[src/rtl/candidate_window_collector_pkg.sv]
`default_nettype none
// ============================================================================
// Module   : face_detect_pkg
// Purpose  : Shared widths, collector state encoding, coordinate-pair type
//            and the absolute-difference helper used by duplicate detection.
// Revision : 1.0 - initial release
// ============================================================================
package face_detect_pkg;

  localparam int DATA_WIDTH_12 = 12;
  localparam int DATA_WIDTH_8  = 8;

  // Frame sequencing states
  typedef enum logic [0:0] {
    COLLECT = 1'b0,
    CLOSE   = 1'b1
  } state_e;

  // One stored candidate position (window top-left, original frame)
  typedef struct packed {
    logic [DATA_WIDTH_12-1:0] x;
    logic [DATA_WIDTH_12-1:0] y;
  } coord_t;

  // Unsigned |a - b| computed one bit wider so nothing wraps
  function automatic logic [DATA_WIDTH_12:0] abs_diff(
    input logic [DATA_WIDTH_12-1:0] a,
    input logic [DATA_WIDTH_12-1:0] b
  );
    logic [DATA_WIDTH_12:0] wa;
    logic [DATA_WIDTH_12:0] wb;
    wa = {1'b0, a};
    wb = {1'b0, b};
    return (wa >= wb) ? (wa - wb) : (wb - wa);
  endfunction

endpackage
`default_nettype wire

[src/rtl/candidate_window_collector_if.sv]
`default_nettype none
// ============================================================================
// Module   : candidate_window_collector_if
// Purpose  : Bundles the cascade-result inputs, frame strobes, FIFO read
//            side and statistics outputs of the candidate collector.
// Revision : 1.0 - initial release
// ============================================================================
interface candidate_window_collector_if #(
  parameter int FIFO_ADDR_WIDTH = 4
);
  import face_detect_pkg::*;

  logic                       i_frame_start;
  logic                       i_frame_end;
  logic                       i_inspect_done;
  logic                       i_candidate;
  logic [DATA_WIDTH_12-1:0]   i_window_x;
  logic [DATA_WIDTH_12-1:0]   i_window_y;
  logic                       i_read;
  logic                       o_valid;
  logic [DATA_WIDTH_12-1:0]   o_x;
  logic [DATA_WIDTH_12-1:0]   o_y;
  logic [FIFO_ADDR_WIDTH:0]   o_fill;
  logic [DATA_WIDTH_8-1:0]    o_hit_count;
  logic [DATA_WIDTH_8-1:0]    o_suppressed_count;
  logic                       o_overflow;
  logic                       o_frame_done;

  // Upstream cascade / host side
  modport master (
    output i_frame_start, i_frame_end, i_inspect_done, i_candidate,
           i_window_x, i_window_y, i_read,
    input  o_valid, o_x, o_y, o_fill, o_hit_count, o_suppressed_count,
           o_overflow, o_frame_done
  );

  // Collector side
  modport slave (
    input  i_frame_start, i_frame_end, i_inspect_done, i_candidate,
           i_window_x, i_window_y, i_read,
    output o_valid, o_x, o_y, o_fill, o_hit_count, o_suppressed_count,
           o_overflow, o_frame_done
  );

endinterface
`default_nettype wire

[src/rtl/candidate_window_collector_fifo.sv]
`default_nettype none
// ============================================================================
// Module   : candidate_fifo
// Purpose  : First-word-fall-through synchronous FIFO of coordinate pairs.
//            A write while full is only accepted when a pop happens in the
//            same cycle; a pop while empty is ignored.
// Revision : 1.0 - initial release
// ============================================================================
module candidate_fifo
  import face_detect_pkg::*;
#(
  parameter int DEPTH      = 16,
  parameter int ADDR_WIDTH = 4
) (
  input  logic                  clk,
  input  logic                  reset,
  input  logic                  wr_i,
  input  coord_t                wr_data_i,
  input  logic                  rd_i,
  output coord_t                rd_data_o,
  output logic                  full_o,
  output logic                  empty_o,
  output logic [ADDR_WIDTH:0]   fill_o
);

  localparam logic [ADDR_WIDTH:0]   C_DEPTH    = (ADDR_WIDTH+1)'(DEPTH);
  localparam logic [ADDR_WIDTH:0]   C_FILL_ONE = 1;
  localparam logic [ADDR_WIDTH-1:0] C_PTR_ONE  = 1;

  coord_t                mem_q [DEPTH];
  logic [ADDR_WIDTH-1:0] wr_ptr_q;
  logic [ADDR_WIDTH-1:0] rd_ptr_q;
  logic [ADDR_WIDTH:0]   fill_q;
  logic [ADDR_WIDTH:0]   fill_d;
  logic                  w_rd_eff;
  logic                  w_wr_eff;

  assign empty_o   = (fill_q == '0);
  assign full_o    = (fill_q == C_DEPTH);
  assign fill_o    = fill_q;
  assign rd_data_o = mem_q[rd_ptr_q];

  // A pop frees a slot in the same cycle, so full+read+write keeps the entry
  assign w_rd_eff = rd_i & ~empty_o;
  assign w_wr_eff = wr_i & (~full_o | w_rd_eff);

  // Occupancy next-state
  always_comb begin
    fill_d = fill_q;
    case ({w_wr_eff, w_rd_eff})
      2'b10:   fill_d = fill_q + C_FILL_ONE;
      2'b01:   fill_d = fill_q - C_FILL_ONE;
      default: fill_d = fill_q;
    endcase
  end

  // Pointer and occupancy registers; pointers wrap naturally at DEPTH
  always_ff @(posedge clk) begin
    if (reset) begin
      wr_ptr_q <= '0;
      rd_ptr_q <= '0;
      fill_q   <= '0;
    end else begin
      if (w_wr_eff) wr_ptr_q <= wr_ptr_q + C_PTR_ONE;
      if (w_rd_eff) rd_ptr_q <= rd_ptr_q + C_PTR_ONE;
      fill_q <= fill_d;
    end
  end

  // Storage array, contents are don't-care until written
  always_ff @(posedge clk) begin
    if (w_wr_eff) mem_q[wr_ptr_q] <= wr_data_i;
  end

endmodule
`default_nettype wire

[src/rtl/candidate_window_collector.sv]
`default_nettype none
// ============================================================================
// Module   : candidate_window_collector
// Purpose  : Detects cascade inspect-done edges, suppresses hits close to the
//            last stored hit, queues accepted positions in an FWFT FIFO and
//            keeps per-frame hit/suppress/overflow statistics.
// Revision : 1.0 - initial release
// ============================================================================
module candidate_window_collector
  import face_detect_pkg::*;
#(
  parameter int FIFO_DEPTH      = 16,
  parameter int FIFO_ADDR_WIDTH = 4,
  parameter int SUPPRESS_DIST   = 2
) (
  input  logic                          clk,
  input  logic                          reset,
  candidate_window_collector_if.slave   bus
);

  localparam logic [DATA_WIDTH_12:0]  C_DIST        = (DATA_WIDTH_12+1)'(SUPPRESS_DIST);
  localparam bit                      C_SUPPRESS_EN = (SUPPRESS_DIST != 0);
  localparam logic [DATA_WIDTH_8-1:0] C_CNT_ONE     = 1;
  localparam logic [DATA_WIDTH_8-1:0] C_CNT_MAX     = '1;

  // Event detect and stage-1 sample
  logic   inspect_prev_q;
  logic   s1_cand_q;
  coord_t s1_coord_q;
  logic   w_event;

  // Suppression reference and statistics
  coord_t                  last_q,  last_d;
  logic                    ref_q,   ref_d;
  logic [DATA_WIDTH_8-1:0] hit_q,   hit_d;
  logic [DATA_WIDTH_8-1:0] supp_q,  supp_d;
  logic                    ovf_q,   ovf_d;

  // Frame sequencing
  state_e state_q, state_d;
  logic   done_q,  done_d;

  // FIFO hookup
  coord_t                   w_head;
  logic                     w_full;
  logic                     w_empty;
  logic [FIFO_ADDR_WIDTH:0] w_fill;
  logic                     w_dup;
  logic                     w_accept;
  logic                     w_drop;

  assign w_event = bus.i_inspect_done & ~inspect_prev_q;

  // Capture the window result on the inspect-done rising edge
  always_ff @(posedge clk) begin
    if (reset) begin
      inspect_prev_q <= 1'b0;
      s1_cand_q      <= 1'b0;
      s1_coord_q     <= '0;
    end else begin
      inspect_prev_q <= bus.i_inspect_done;
      s1_cand_q      <= w_event & bus.i_candidate;
      s1_coord_q     <= '{x: bus.i_window_x, y: bus.i_window_y};
    end
  end

  assign w_dup = C_SUPPRESS_EN & ref_q
               & (abs_diff(s1_coord_q.x, last_q.x) <= C_DIST)
               & (abs_diff(s1_coord_q.y, last_q.y) <= C_DIST);

  assign w_accept = s1_cand_q & ~w_dup;
  // Full implies non-empty, so any read in this cycle makes room
  assign w_drop   = w_accept & w_full & ~bus.i_read;

  // Reference/statistics next-state; a frame start overrides stage-1 updates
  always_comb begin
    last_d = last_q;
    ref_d  = ref_q;
    hit_d  = hit_q;
    supp_d = supp_q;
    ovf_d  = ovf_q;
    if (w_accept) begin
      last_d = s1_coord_q;
      ref_d  = 1'b1;
      if (hit_q != C_CNT_MAX) hit_d = hit_q + C_CNT_ONE;
    end
    if (s1_cand_q && w_dup && (supp_q != C_CNT_MAX)) supp_d = supp_q + C_CNT_ONE;
    if (w_drop) ovf_d = 1'b1;
    if (bus.i_frame_start) begin
      ref_d  = 1'b0;
      hit_d  = '0;
      supp_d = '0;
      ovf_d  = 1'b0;
    end
  end

  // Reference/statistics registers
  always_ff @(posedge clk) begin
    if (reset) begin
      last_q <= '0;
      ref_q  <= 1'b0;
      hit_q  <= '0;
      supp_q <= '0;
      ovf_q  <= 1'b0;
    end else begin
      last_q <= last_d;
      ref_q  <= ref_d;
      hit_q  <= hit_d;
      supp_q <= supp_d;
      ovf_q  <= ovf_d;
    end
  end

  // Frame FSM next-state: CLOSE holds one cycle to let stage 1 drain
  always_comb begin
    state_d = state_q;
    done_d  = 1'b0;
    case (state_q)
      COLLECT: if (bus.i_frame_end) state_d = CLOSE;
      CLOSE: begin
        state_d = COLLECT;
        done_d  = 1'b1;
      end
      default: state_d = COLLECT;
    endcase
  end

  // Frame FSM state and registered done pulse
  always_ff @(posedge clk) begin
    if (reset) begin
      state_q <= COLLECT;
      done_q  <= 1'b0;
    end else begin
      state_q <= state_d;
      done_q  <= done_d;
    end
  end

  candidate_fifo #(
    .DEPTH      (FIFO_DEPTH),
    .ADDR_WIDTH (FIFO_ADDR_WIDTH)
  ) u_fifo (
    .clk       (clk),
    .reset     (reset),
    .wr_i      (w_accept),
    .wr_data_i (s1_coord_q),
    .rd_i      (bus.i_read),
    .rd_data_o (w_head),
    .full_o    (w_full),
    .empty_o   (w_empty),
    .fill_o    (w_fill)
  );

  // Head is forced to zero while empty so outputs are clean out of reset
  assign bus.o_valid            = ~w_empty;
  assign bus.o_x                = w_empty ? '0 : w_head.x;
  assign bus.o_y                = w_empty ? '0 : w_head.y;
  assign bus.o_fill             = w_fill;
  assign bus.o_hit_count        = hit_q;
  assign bus.o_suppressed_count = supp_q;
  assign bus.o_overflow         = ovf_q;
  assign bus.o_frame_done       = done_q;

endmodule
`default_nettype wire

[src/flat_wrapper.sv]
// flat-port wrapper written by rule: the top's interface ports become plain ports
module candidate_window_collector_flat import face_detect_pkg::*;
#(
  parameter int FIFO_DEPTH      = 16,
  parameter int FIFO_ADDR_WIDTH = 4,
  parameter int SUPPRESS_DIST   = 2
)
  (clk, reset, bus_i_frame_start, bus_i_frame_end, bus_i_inspect_done, bus_i_candidate, bus_i_window_x, bus_i_window_y, bus_i_read, bus_o_valid, bus_o_x, bus_o_y, bus_o_fill, bus_o_hit_count, bus_o_suppressed_count, bus_o_overflow, bus_o_frame_done);
  candidate_window_collector_if #(.FIFO_ADDR_WIDTH(FIFO_ADDR_WIDTH)) bus_i ();
  input  logic clk;
  input  logic reset;
  input wire logic [$bits(bus_i.i_frame_start)-1:0] bus_i_frame_start;
  input wire logic [$bits(bus_i.i_frame_end)-1:0] bus_i_frame_end;
  input wire logic [$bits(bus_i.i_inspect_done)-1:0] bus_i_inspect_done;
  input wire logic [$bits(bus_i.i_candidate)-1:0] bus_i_candidate;
  input wire logic [$bits(bus_i.i_window_x)-1:0] bus_i_window_x;
  input wire logic [$bits(bus_i.i_window_y)-1:0] bus_i_window_y;
  input wire logic [$bits(bus_i.i_read)-1:0] bus_i_read;
  output wire logic [$bits(bus_i.o_valid)-1:0] bus_o_valid;
  output wire logic [$bits(bus_i.o_x)-1:0] bus_o_x;
  output wire logic [$bits(bus_i.o_y)-1:0] bus_o_y;
  output wire logic [$bits(bus_i.o_fill)-1:0] bus_o_fill;
  output wire logic [$bits(bus_i.o_hit_count)-1:0] bus_o_hit_count;
  output wire logic [$bits(bus_i.o_suppressed_count)-1:0] bus_o_suppressed_count;
  output wire logic [$bits(bus_i.o_overflow)-1:0] bus_o_overflow;
  output wire logic [$bits(bus_i.o_frame_done)-1:0] bus_o_frame_done;
  assign bus_i.i_frame_start = bus_i_frame_start;
  assign bus_i.i_frame_end = bus_i_frame_end;
  assign bus_i.i_inspect_done = bus_i_inspect_done;
  assign bus_i.i_candidate = bus_i_candidate;
  assign bus_i.i_window_x = bus_i_window_x;
  assign bus_i.i_window_y = bus_i_window_y;
  assign bus_i.i_read = bus_i_read;
  assign bus_o_valid = bus_i.o_valid;
  assign bus_o_x = bus_i.o_x;
  assign bus_o_y = bus_i.o_y;
  assign bus_o_fill = bus_i.o_fill;
  assign bus_o_hit_count = bus_i.o_hit_count;
  assign bus_o_suppressed_count = bus_i.o_suppressed_count;
  assign bus_o_overflow = bus_i.o_overflow;
  assign bus_o_frame_done = bus_i.o_frame_done;
  candidate_window_collector #(.FIFO_DEPTH(FIFO_DEPTH), .FIFO_ADDR_WIDTH(FIFO_ADDR_WIDTH), .SUPPRESS_DIST(SUPPRESS_DIST)) u_core (.clk(clk), .reset(reset), .bus(bus_i));
endmodule
[config.mk]
export PLATFORM = sky130hd
export DESIGN_NAME = candidate_window_collector_flat
export DESIGN_NICKNAME = d
export VERILOG_FILES = /design/src/rtl/candidate_window_collector_pkg.sv /design/src/rtl/candidate_window_collector_if.sv /design/src/rtl/candidate_window_collector_fifo.sv /design/src/rtl/candidate_window_collector.sv /design/src/flat_wrapper.sv
export SDC_FILE = /design/constraint.sdc
export NUM_CORES = 1
export LEC_CHECK = 0
export CAP_MARGIN = 20
export CORE_MARGIN = 10
export CORE_UTILIZATION = 45
export DETAILED_ROUTE_END_ITERATION = 8
export DONT_BUFFER_PORTS = 1
export GPL_TIMING_DRIVEN = 0
export SKIP_CTS_REPAIR_TIMING = 1
export SYNTH_ARGS = -nofsm -noshare
export SYNTH_HDL_FRONTEND = slang
export SYNTH_SLANG_ARGS = --single-unit
export TNS_END_PERCENT = 100
[constraint.sdc]
create_clock -name clk -period 13.8 [get_ports clk]
set_input_delay 0.69 -clock clk [delete_from_list [all_inputs] [get_ports clk]]
set_output_delay 0.69 -clock clk [all_outputs]
set_load 0.005 [all_outputs]
# Word-level counts from Yosys, hierarchy flattened
# Memories as Yosys holds them, arrays and structs flattened. A register that Yosys moved wholly into a read port is not among the register bits.
# Cells that the tools add are included.
# word_totals
memories	1
wordCells	69
input_bits	31
out_inout_bits	48
regBits	83
mem_bits_rw	384
# mem_list
name	words	width	read_ports	rd_clocked_by_memory_dff	wr	line_no	text
u_core.u_fifo.mem_q	16	24	1	1	1	candidate_window_collector_fifo.sv:30	coord_t mem_q [DEPTH];
# op_classes
bitwise_logic	16
n_addsub	10
n_eq_ne	5
order_cmp	4
n_mux	12
n_reduce_logical	6
# ops
cell	n
$sub A12 B12 Y13	4
$le A13 B2 Y1 const B	2
$mux W13	2
$ge A12 B12 Y1	2
$mux W12	2
$add A8 B1 Y8 const B	2
$ne A8 B8 Y1 const B	2
$pmux W5 S2	1
$and A1 B1 Y1	9
$add A4 B1 Y4 const B	2
$mux W4	2
$not A1 Y1	6
$add A5 B1 Y5 const B	1
$eq A5 B5 Y1 const B	1
$logic_not A5 Y1	1
$sub A5 B1 Y5 const B	1
$mux W1	4
$eq A2 B1 Y1 const B	1
$eq A2 B2 Y1 const B	1
$logic_and A1 B1 Y1	2
$pmux W1 S2	1
$reduce_and A2 Y1	1
$reduce_bool A2 Y1	1
$reduce_or A2 Y1	1
$or A1 B1 Y1	1

# Logic depth before layout (Yosys ltp)
# Gate-level depths: netlist of the first run.
# depth
word_depth	10
depth_mapped	24
depth_no_buf	21

# Hierarchy
# A second synthesis of the first run with hierarchy kept.
# hier_totals
cells_unflattened	1359
hier_area_um2	20711.1
# modules_own_cells
mod	seq_area_each_um2	instances	cells_per_inst	area_each_um2
candidate_fifo	11871.4	1	706	15352.2
candidate_window_collector	1401.3	1	653	5358.9

# Least setup slack after synthesis of the first run
# Ideal clock, no wire load.
# synth_timing
path_kind	reg-to-reg
from	register u_core.s1_coord_q[12] (netlist bit)
to	memory u_core.u_fifo.mem_q[3][0] (netlist bit) (enable)
setup_slack_ns	7.842
required_ns	13.334
arrival_ns	5.492
n_path_buf	2
synth_period_minus_slack_ns	5.958
setup_ns	0.466
path_stages_with_launch	14
path_cell_list	dfxtp_1 > ha_1 > inv_1 > fa_1 > a21o_1 > a221o_1 > a21oi_1 > xor2_1 > and3_1 > o2111ai_1 > o21ai_4 > buf_4 > buf_2 > nor4_1
# synth_via
elab_chain_len	10
elab_cells_between_ends	12
cone_classes	add/sub: 2; order compare: 2; mux: 3; bitwise: 5
# synth_lines
element	line_no	text
start: declaration	candidate_window_collector.sv:29	coord_t s1_coord_q;
start signal: assignment	candidate_window_collector.sv:63	s1_coord_q <= '{x: bus.i_window_x, y: bus.i_window_y};
$sub A12 B12 Y13 or $ge A12 B12 Y1 (tied branches)	candidate_window_collector_pkg.sv:34	return (wa >= wb) ? (wa - wb) : (wb - wa);
$mux W13 (*)	candidate_window_collector_pkg.sv:34	
$le A13 B2 Y1 (*)	candidate_window_collector.sv:68	& (abs_diff(s1_coord_q.x, last_q.x) <= C_DIST)
$and A1 B1 Y1 (*)	candidate_window_collector.sv:68	
$and A1 B1 Y1 (*)	candidate_window_collector.sv:69	& (abs_diff(s1_coord_q.y, last_q.y) <= C_DIST);
$not A1 Y1 (*)	candidate_window_collector.sv:71	assign w_accept = s1_cand_q & ~w_dup;
$and A1 B1 Y1 (*)	candidate_window_collector.sv:71	
$and A1 B1 Y1 (*)	candidate_window_collector_fifo.sv:45	assign w_wr_eff = wr_i & (~full_o | w_rd_eff);
$mux W1 (*)	candidate_window_collector_fifo.sv:72	if (w_wr_eff) mem_q[wr_ptr_q] <= wr_data_i;
$mux W1 (implied by the code) (*)	candidate_window_collector_fifo.sv:72	
end: declaration	candidate_window_collector_fifo.sv:30	
# Mark *: on every way between the ends. The rest lies on a longest branch, timed or not.

# Final worst setup path of the first run
# layout_timing
from	register u_core.s1_coord_q[15] (netlist bit)
to	register u_core.u_fifo.fill_q[4] (netlist: u_core.u_fifo.fill_o[4])
# layout_via
elab_chain_len	10
elab_cells_between_ends	14
cone_classes	add/sub: 2; order compare: 2; eq/ne: 2; mux: 2; bitwise: 5; reduce/logical: 1
# layout_lines
element	line_no	text
$sub A12 B12 Y13 or $ge A12 B12 Y1 (tied branches)	candidate_window_collector_pkg.sv:34	
$mux W13 (*)	candidate_window_collector_pkg.sv:34	
$le A13 B2 Y1 (*)	candidate_window_collector.sv:68	
$and A1 B1 Y1 (*)	candidate_window_collector.sv:68	
$and A1 B1 Y1 (*)	candidate_window_collector.sv:69	
$not A1 Y1 (*)	candidate_window_collector.sv:71	
$and A1 B1 Y1 (*)	candidate_window_collector.sv:71	
$and A1 B1 Y1 (*)	candidate_window_collector_fifo.sv:45	
$eq A2 B1 Y1 or $eq A2 B2 Y1 (tied branches)	candidate_window_collector_fifo.sv:50	case ({w_wr_eff, w_rd_eff})
$pmux W5 S2 or $reduce_bool A2 Y1 (tied branches)	-	
end signal: assignment	candidate_window_collector_fifo.sv:66	fill_q <= fill_d;
end: declaration	candidate_window_collector_fifo.sv:33	logic [ADDR_WIDTH:0] fill_q;
# Marks and branches as above.
# A chain may end at the register's enable or synchronous reset.

==> key figures, run 1 <==
Floorplan
  – # rows: 78
  – Starting Density: 0.456
  – Die H: 234 µm
  – Die area: 54900 µm²
  – Width of the die: 234 µm
  – Core Box Area: 45400 µm²
  – Num ports: 79

Global routing
  – Total congestion overflow: 0
  – Antenna violations before repair: 1
  – GRT Overall Usage: 0.183
  – Largest net degree at the start of global routing: 25
  – Number of global-route vias before repair: 12000
  – First-pass GRT wire length: 74.8 mm

Worst setup path
  – FF-to-FF setup slack: 7380 ps
  – Setup crit start kind: register
  – Worst Path Required: 14290 ps
  – CP Max Fanout: 19
  – CP Class: register to register
  – Crit. End Element: register
  – CP Data Arrival Time: 6900 ps

Timing
  – Unrepaired setup endpoints after global routing: false
  – Max Freq: 156 MHz
  – Final WS setup: 7380 ps
  – Setup-failing EPs final: 0
  – Final Slew Violations: 0
  – Fin Setup TNS: 0 ps
  – Final Critical Period: 6420 ps
  – Fin crit share: 0.465
  – Slew margin rel.: 0.294
  – Worst hold slack: 219 ps
  – Worst slew pin tran: 1060 ps
  – Final hold violation count: 0
  – Setup Skew: 24.3 ps

Drt
  – Antenna Nets Post-Route: 0
  – Vias/cell: 5.72
  – DRC viols: 0
  – Routed wire per std cell: 24.1 µm
  – Total iterations of the first detailed-routing run: 5
  – Vias: 11700
  – Initial DRC Count: 1044
  – Routed WL: 49.5 mm

Final layout
  – Fin area: 23200 µm²
  – Final non-filler cell total: 2050
  – NumNets Final: 1505
  – Share of layout cells above drive strength 1: 0.168
  – Syn-to-layout area delta: 12.0%

Synthesis
  – Asr flop ratio synth: 0
  – Synth area leaders: edfxtp_1 56%, mux4_2 13%, dfxtp_1 8.4%
  – Top_reg_cell synth: edfxtp_1
  – Yosys top cell area share: 0.558
  – Most common cell in the netlist: edfxtp_1
  – Yosys top cell by area: edfxtp_1
  – Synth cell types: 68
  – Yosys warning count: 0
  – Synth Cell Area: 20700 µm²
  – Syn Nets: 1441
  – Mean post-synth cell area: 15.4 µm²
  – Number of flops mapped to enable cells by yosys: 384
  – Synth cell count leaders: 384 x edfxtp_1, 120 x mux4_2, 87 x dfxtp_1
  – Post-synthesis cell count: 1347
  – Post-synthesis sequential area ratio: 0.642
  – Seq cells post-synth: 471

Power
  – LEAKAGE: 7.64 nW
  – Pwr dens: 148 nW/µm²
  – Max IR drop VDD: 96.3 µV

Hold path
  – Worst Hold Class: input port to register

Placement
  – GPL Wtd Cong: 0.864
  – Dpl cell area: 21500 µm²
  – Pre-CTS setup slack: 7400 ps
  – Port bufs: 0
  – Hpwl dp: 31.4 mm
  – Placed Cells: 1953

Clocking
  – Clock transition at the registers of the reported paths: 60 ps
  – Num CTS Buffers: 49
  – CTS tree: done
  – Root buf cell: clkbuf_16
  – Clock sinks: 471
  – H-tree Lvls: 2
  – Skew-Pair Late Insertion Delay: 610 ps
  – Clock buffer depth: 3

Run status
  – Status: completed

Flow run
  – Total of max-cap violations: 0
## flip-flops by register name, summed over array words and instances, names as in the netlist, named ones only
| signal | count |
|---|---|
| u_core.last_q | 24 |
| u_core.u_fifo.rd_ptr_q | 4 |
| u_core.bus.o_suppressed_count | 8 |
| u_core.bus.o_frame_done | 1 |
| u_core.bus.o_overflow | 1 |
| u_core.bus.o_hit_count | 8 |
| u_core.ref_q | 1 |
| u_core.inspect_prev_q | 1 |
| u_core.s1_coord_q | 24 |
| u_core.state_q | 1 |
| u_core.u_fifo.fill_o | 5 |
| u_core.u_fifo.wr_ptr_q | 4 |
| u_core.u_fifo.mem_q | 384 |
| u_core.s1_cand_q | 1 |
## report_power, final
part	internal [mW]	total, mW	switching, mW
sequential	1.55	1.59	0.0376
combinational	0.230	0.562	0.331
clock	0.709	1.27	0.561
## per-stage QoR
| step | util | total power [mW] |
|---|---|---|
| after floorplan | - | 1.99 |
| after global placement | 0.472 | 2.18 |
| after detailed placement | 0.474 | 2.18 |
| after CTS | 0.508 | 3.45 |
| after global routing | 0.510 | 3.56 |
| final | 0.511 | 3.42 |
## cell type report
cell class / instances / area, µm²
Antenna cell: 1 / 2.50
Buffer: 72 / 314
Clock buffer: 61 / 1290
Clock inverter: 28 / 259
Fill cell: 3814 / 22200
Inverter: 65 / 244
Multi-Input combinational cell: 739 / 6880
Sequential cell: 471 / 13300
Tap cell: 600 / 751
Timing Repair Buffer: 13 / 159
## kinds of logic (layout without fill, tap and decap cells)
group,after synthesis,count (layout),share of synthesized area
XOR/XNOR,27,27,0.0114
other,0,1,0
AO/OA/AOI/OAI,192,192,0.0600
flip-flops,471,471,0.642
AND/OR/NAND/NOR,321,321,0.0814
multiplexers,136,136,0.138
buffers and inverters,137,239,0.0270
adder cells (fa/ha/maj),63,63,0.0399
## cell usage in the layout, fill, tap and decap left out, drive strengths merged, types with 4 or more instances in the layout
cell | synthesis | final
or3 | 8 | 8
edfxtp | 384 | 384
ha | 58 | 58
clkbuf | 52 | 113
inv | 65 | 69
nand3 | 24 | 24
or4 | 8 | 8
and3 | 27 | 27
xor2 | 16 | 16
nand4 | 12 | 12
dfxtp | 87 | 87
fa | 5 | 5
o21ai | 26 | 26
a31oi | 12 | 12
nor3 | 13 | 13
o311ai | 4 | 4
nor4 | 5 | 5
a21oi | 78 | 78
a211o | 5 | 5
nor2 | 48 | 48
nand2b | 7 | 7
and2 | 5 | 5
o31ai | 7 | 7
mux4 | 120 | 120
nor2b | 61 | 61
clkinv | 0 | 18
xnor2 | 11 | 11
mux2i | 15 | 15
nand2 | 86 | 86
buf | 20 | 33
a21o | 22 | 22
nor3b | 5 | 5
o211ai | 8 | 8
clkinvlp | 0 | 4
## path summary, 6_finish.rpt
path / to / from / depth (start not counted)
worst max-delay path: u_core.u_fifo.fill_o[4]$_SDFFE_PP0P_ / u_core.s1_coord_q[15]$_SDFF_PP0_ / 20
worst min-delay path: u_core.s1_coord_q[4]$_SDFF_PP0_ / bus_i_window_y[4] / 1
worst max register to register: u_core.u_fifo.fill_o[4]$_SDFFE_PP0P_ / u_core.s1_coord_q[15]$_SDFF_PP0_ / 20
worst min register to register: u_core.state_q$_SDFF_PP0_ / u_core.state_q$_SDFF_PP0_ / 1
## layer usage
metal / up-vias / part of all wire / wire (µm) / GRT usage
li1: 5330 / - / - / -
met1: 6037 / 0.44 / 22000 / 0.247
met2: 296 / 0.48 / 24000 / 0.300
met3: 61 / 0.050 / 2500 / 0.0328
met4: 0 / 0.020 / 1010 / 0.0507
met5: - / 0 / 0 / 0
## worst max-delay path, cell delays in order (launching register included)
cell       delay [ps]
dfxtp_1           840
ha_1              360
clkbuf_1          210
a21o_1            220
a21oi_1           130
o21ai_1           150
a211o_1           290
a41oi_1           360
nand4_1           140
o31ai_1           470
o2111ai_1         490
o21a_1            360
buf_2             230
clkbuf_1          300
nor2_1            390
ha_1              350
a21o_1            190
a21o_1            180
and3_1            170
mux2i_1           130
mux2_2            340
No activity file was read; power rests on OpenSTA's default activity.
==> run 2, diff against run 1 <==
==> constraint.sdc (replaced) <==
create_clock -name clk -period 5.95 [get_ports clk]
set_input_delay 0.2975 -clock clk [delete_from_list [all_inputs] [get_ports clk]]
set_output_delay 0.2975 -clock clk [all_outputs]
set_load 0.005 [all_outputs]
==> key figures, run 2 (synthesized netlist as in run 1, its figures left out) <==
Worst setup path
  – CP dominant cell by count: a21o_1
  – CP Max Fanout: 19
  – Slowest cell on crit path: dfxtp_2
  – CP Data Arrival Time: 6080 ps
  – CP Class: register to register
  – Slowest stage delay, CP: 590 ps
  – Crit. End Element: register
  – Worst Path Required: 6430 ps
  – Crit-path cells: ha_1 > buf_2 > a21o_1 > a21oi_2 > and2_1 > a21oi_2 > a211o_1 > a32o_1 > or4_4 > buf_6 > o21a_1 > buf_2 > buf_1 > nor2_2 > ha_1 > a21o_1 > a21o_1 > and3_1 > mux2i_1 > mux2_2
  – Setup crit start kind: register

Final layout
  – Most frequent cells in the layout: 384 x edfxtp_1, 120 x mux4_2, 86 x nand2_1
  – Max reg flops: 384
  – Syn-to-layout area delta: 13.5%
  – # fillers: 3751
  – Leading cell type in the layout, fill and taps excluded: edfxtp_1
  – Final non-filler cell total: 2075
  – Share of layout cells above drive strength 1: 0.180
  – Biggest register: u_core.u_fifo.mem_q
  – NumNets Final: 1530
  – Antenna diodes: 0
  – Top Registers: u_core.u_fifo.mem_q (384), u_core.last_q (24), u_core.s1_coord_q (24)

Timing
  – Worst hold slack: -29.1 ps
  – Setup Skew: 13.8 ps
  – Fin Setup TNS: 0 ps
  – Fin crit share: 0.942
  – Final Critical Period: 5600 ps
  – Final Slew Violations: 0
  – Slew margin rel.: 0.320
  – Max Freq: 178 MHz
  – Worst slew pin tran: 1020 ps
  – Setup-failing EPs final: 0
  – Unrepaired setup endpoints after global routing: false
  – Final hold violation count: 4
  – Final WS setup: 347 ps

Drt
  – Total iterations of the first detailed-routing run: 5
  – DRC viols: 0
  – Initial DRC Count: 1110
  – Antenna Nets Post-Route: 0
  – Routed wire per std cell: 23.8 µm
  – Vias/cell: 5.69
  – Vias: 11800
  – Routed WL: 49.4 mm

Global routing
  – GRT Overall Usage: 0.182
  – Met2 GRT Util: 0.303
  – Antenna violations before repair: 1
  – Total congestion overflow: 0
  – Number of global-route vias before repair: 11900
  – Most used routing layer in global routing: met2
  – Largest net degree at the start of global routing: 25
  – Grt met1 use: 0.245
  – First-pass GRT wire length: 74.3 mm
  – Met3 usage: 0.0263

Floorplan
  – Core Box Area: 45400 µm²
  – Width of the die: 234 µm
  – Starting Density: 0.456
  – # rows: 78
  – Die H: 234 µm
  – Die area: 54900 µm²
  – Num ports: 79

Power
  – Sw Share: 0.270
  – Sequential group share of total power: 0.469
  – Comb pwr share: 0.168
  – Clock Power Share: 0.363
  – Total net switching power: 2.12 mW
  – Total power: 7.87 mW
  – LEAKAGE: 7.75 nW
  – Pwr dens: 335 nW/µm²
  – Int Power: 5.74 mW
  – Max IR drop VDD: 228 µV

Placement
  – Hpwl dp: 31.3 mm
  – Port bufs: 0
  – Pre-CTS setup slack: -409 ps
  – GPL Wtd Cong: 0.854
  – Placed Cells: 1951

Clocking
  – H-tree Lvls: 2
  – Root buf cell: clkbuf_16
  – Clock transition at the registers of the reported paths: 60 ps
  – Skew-Pair Late Insertion Delay: 590 ps
  – Clock sinks: 471
  – Clock buffer depth: 3
  – Num CTS Buffers: 48
  – CTS tree: done

Run status
  – Status: finished with violations
  – Failing checks: hold timing

Hold path
  – Worst Hold Class: input port to register

Flow run
  – Total of max-cap violations: 0
-- run 2: stage by stage --
step	instance area [µm²]	util
2_1_floorplan	20700	-
3_3_place_gp	21400	0.472
3_5_place_dp	21500	0.474
4_1_cts	23000	0.507
5_1_grt	23500	0.517
6_report	23500	0.517
-- run 2: layout make-up --
cell class	instances	area [µm²]	share of cell area
repair buffers	39	442	0.0188
clock buffers	62	1290	0.0552
plain buffers	72	314	0.0134
multi-input cells	739	6920	0.295
clock inverters	27	185	0.00789
well taps	600	751	0.0320
inverters	65	244	0.0104
flip-flops and latches	471	13300	0.567
-- run 2: layer usage --
layer	routed length, µm	part of all wire	vias up
met5	0	0	-
met4	1030	0.021	0
met3	2420	0.049	61
met2	24300	0.49	312
met1	21600	0.44	6047
li1	-	-	5396
-- run 2: final timing paths --
path | startpoint | endpoint | slack, ps | cells past startpoint
worst max-delay path | u_core.s1_coord_q[10]$_SDFF_PP0_ | u_core.u_fifo.fill_o[4]$_SDFFE_PP0P_ | 350 | 20
worst max register to register | u_core.s1_coord_q[10]$_SDFF_PP0_ | u_core.u_fifo.fill_o[4]$_SDFFE_PP0P_ | 350 | 20
worst min-delay path | reset | u_core.u_fifo.fill_o[3]$_SDFFE_PP0P_ | -30 | 2
worst min register to register | u_core.state_q$_SDFF_PP0_ | u_core.state_q$_SDFF_PP0_ | 420 | 1
-- run 2: worst max-delay path, delay by kind of cell (launching register included) --
family | cells | cell delay, ps
simple gates | 4 | 1310
buf+inv | 4 | 850
compound gates | 8 | 1660
fa+ha+maj | 2 | 610
flops | 1 | 590
mux | 2 | 480
-- run 2: power by group through the flow --
stage | combinational (mW) | sequential [mW] | clock (mW)
floorplan | 0.909 | 3.72 | 0
global placement | 1.29 | 3.75 | 0
detailed placement | 1.31 | 3.76 | 0
CTS | 1.32 | 3.69 | 2.91
global route | 1.46 | 3.70 | 3.04
finish | 1.32 | 3.69 | 2.85
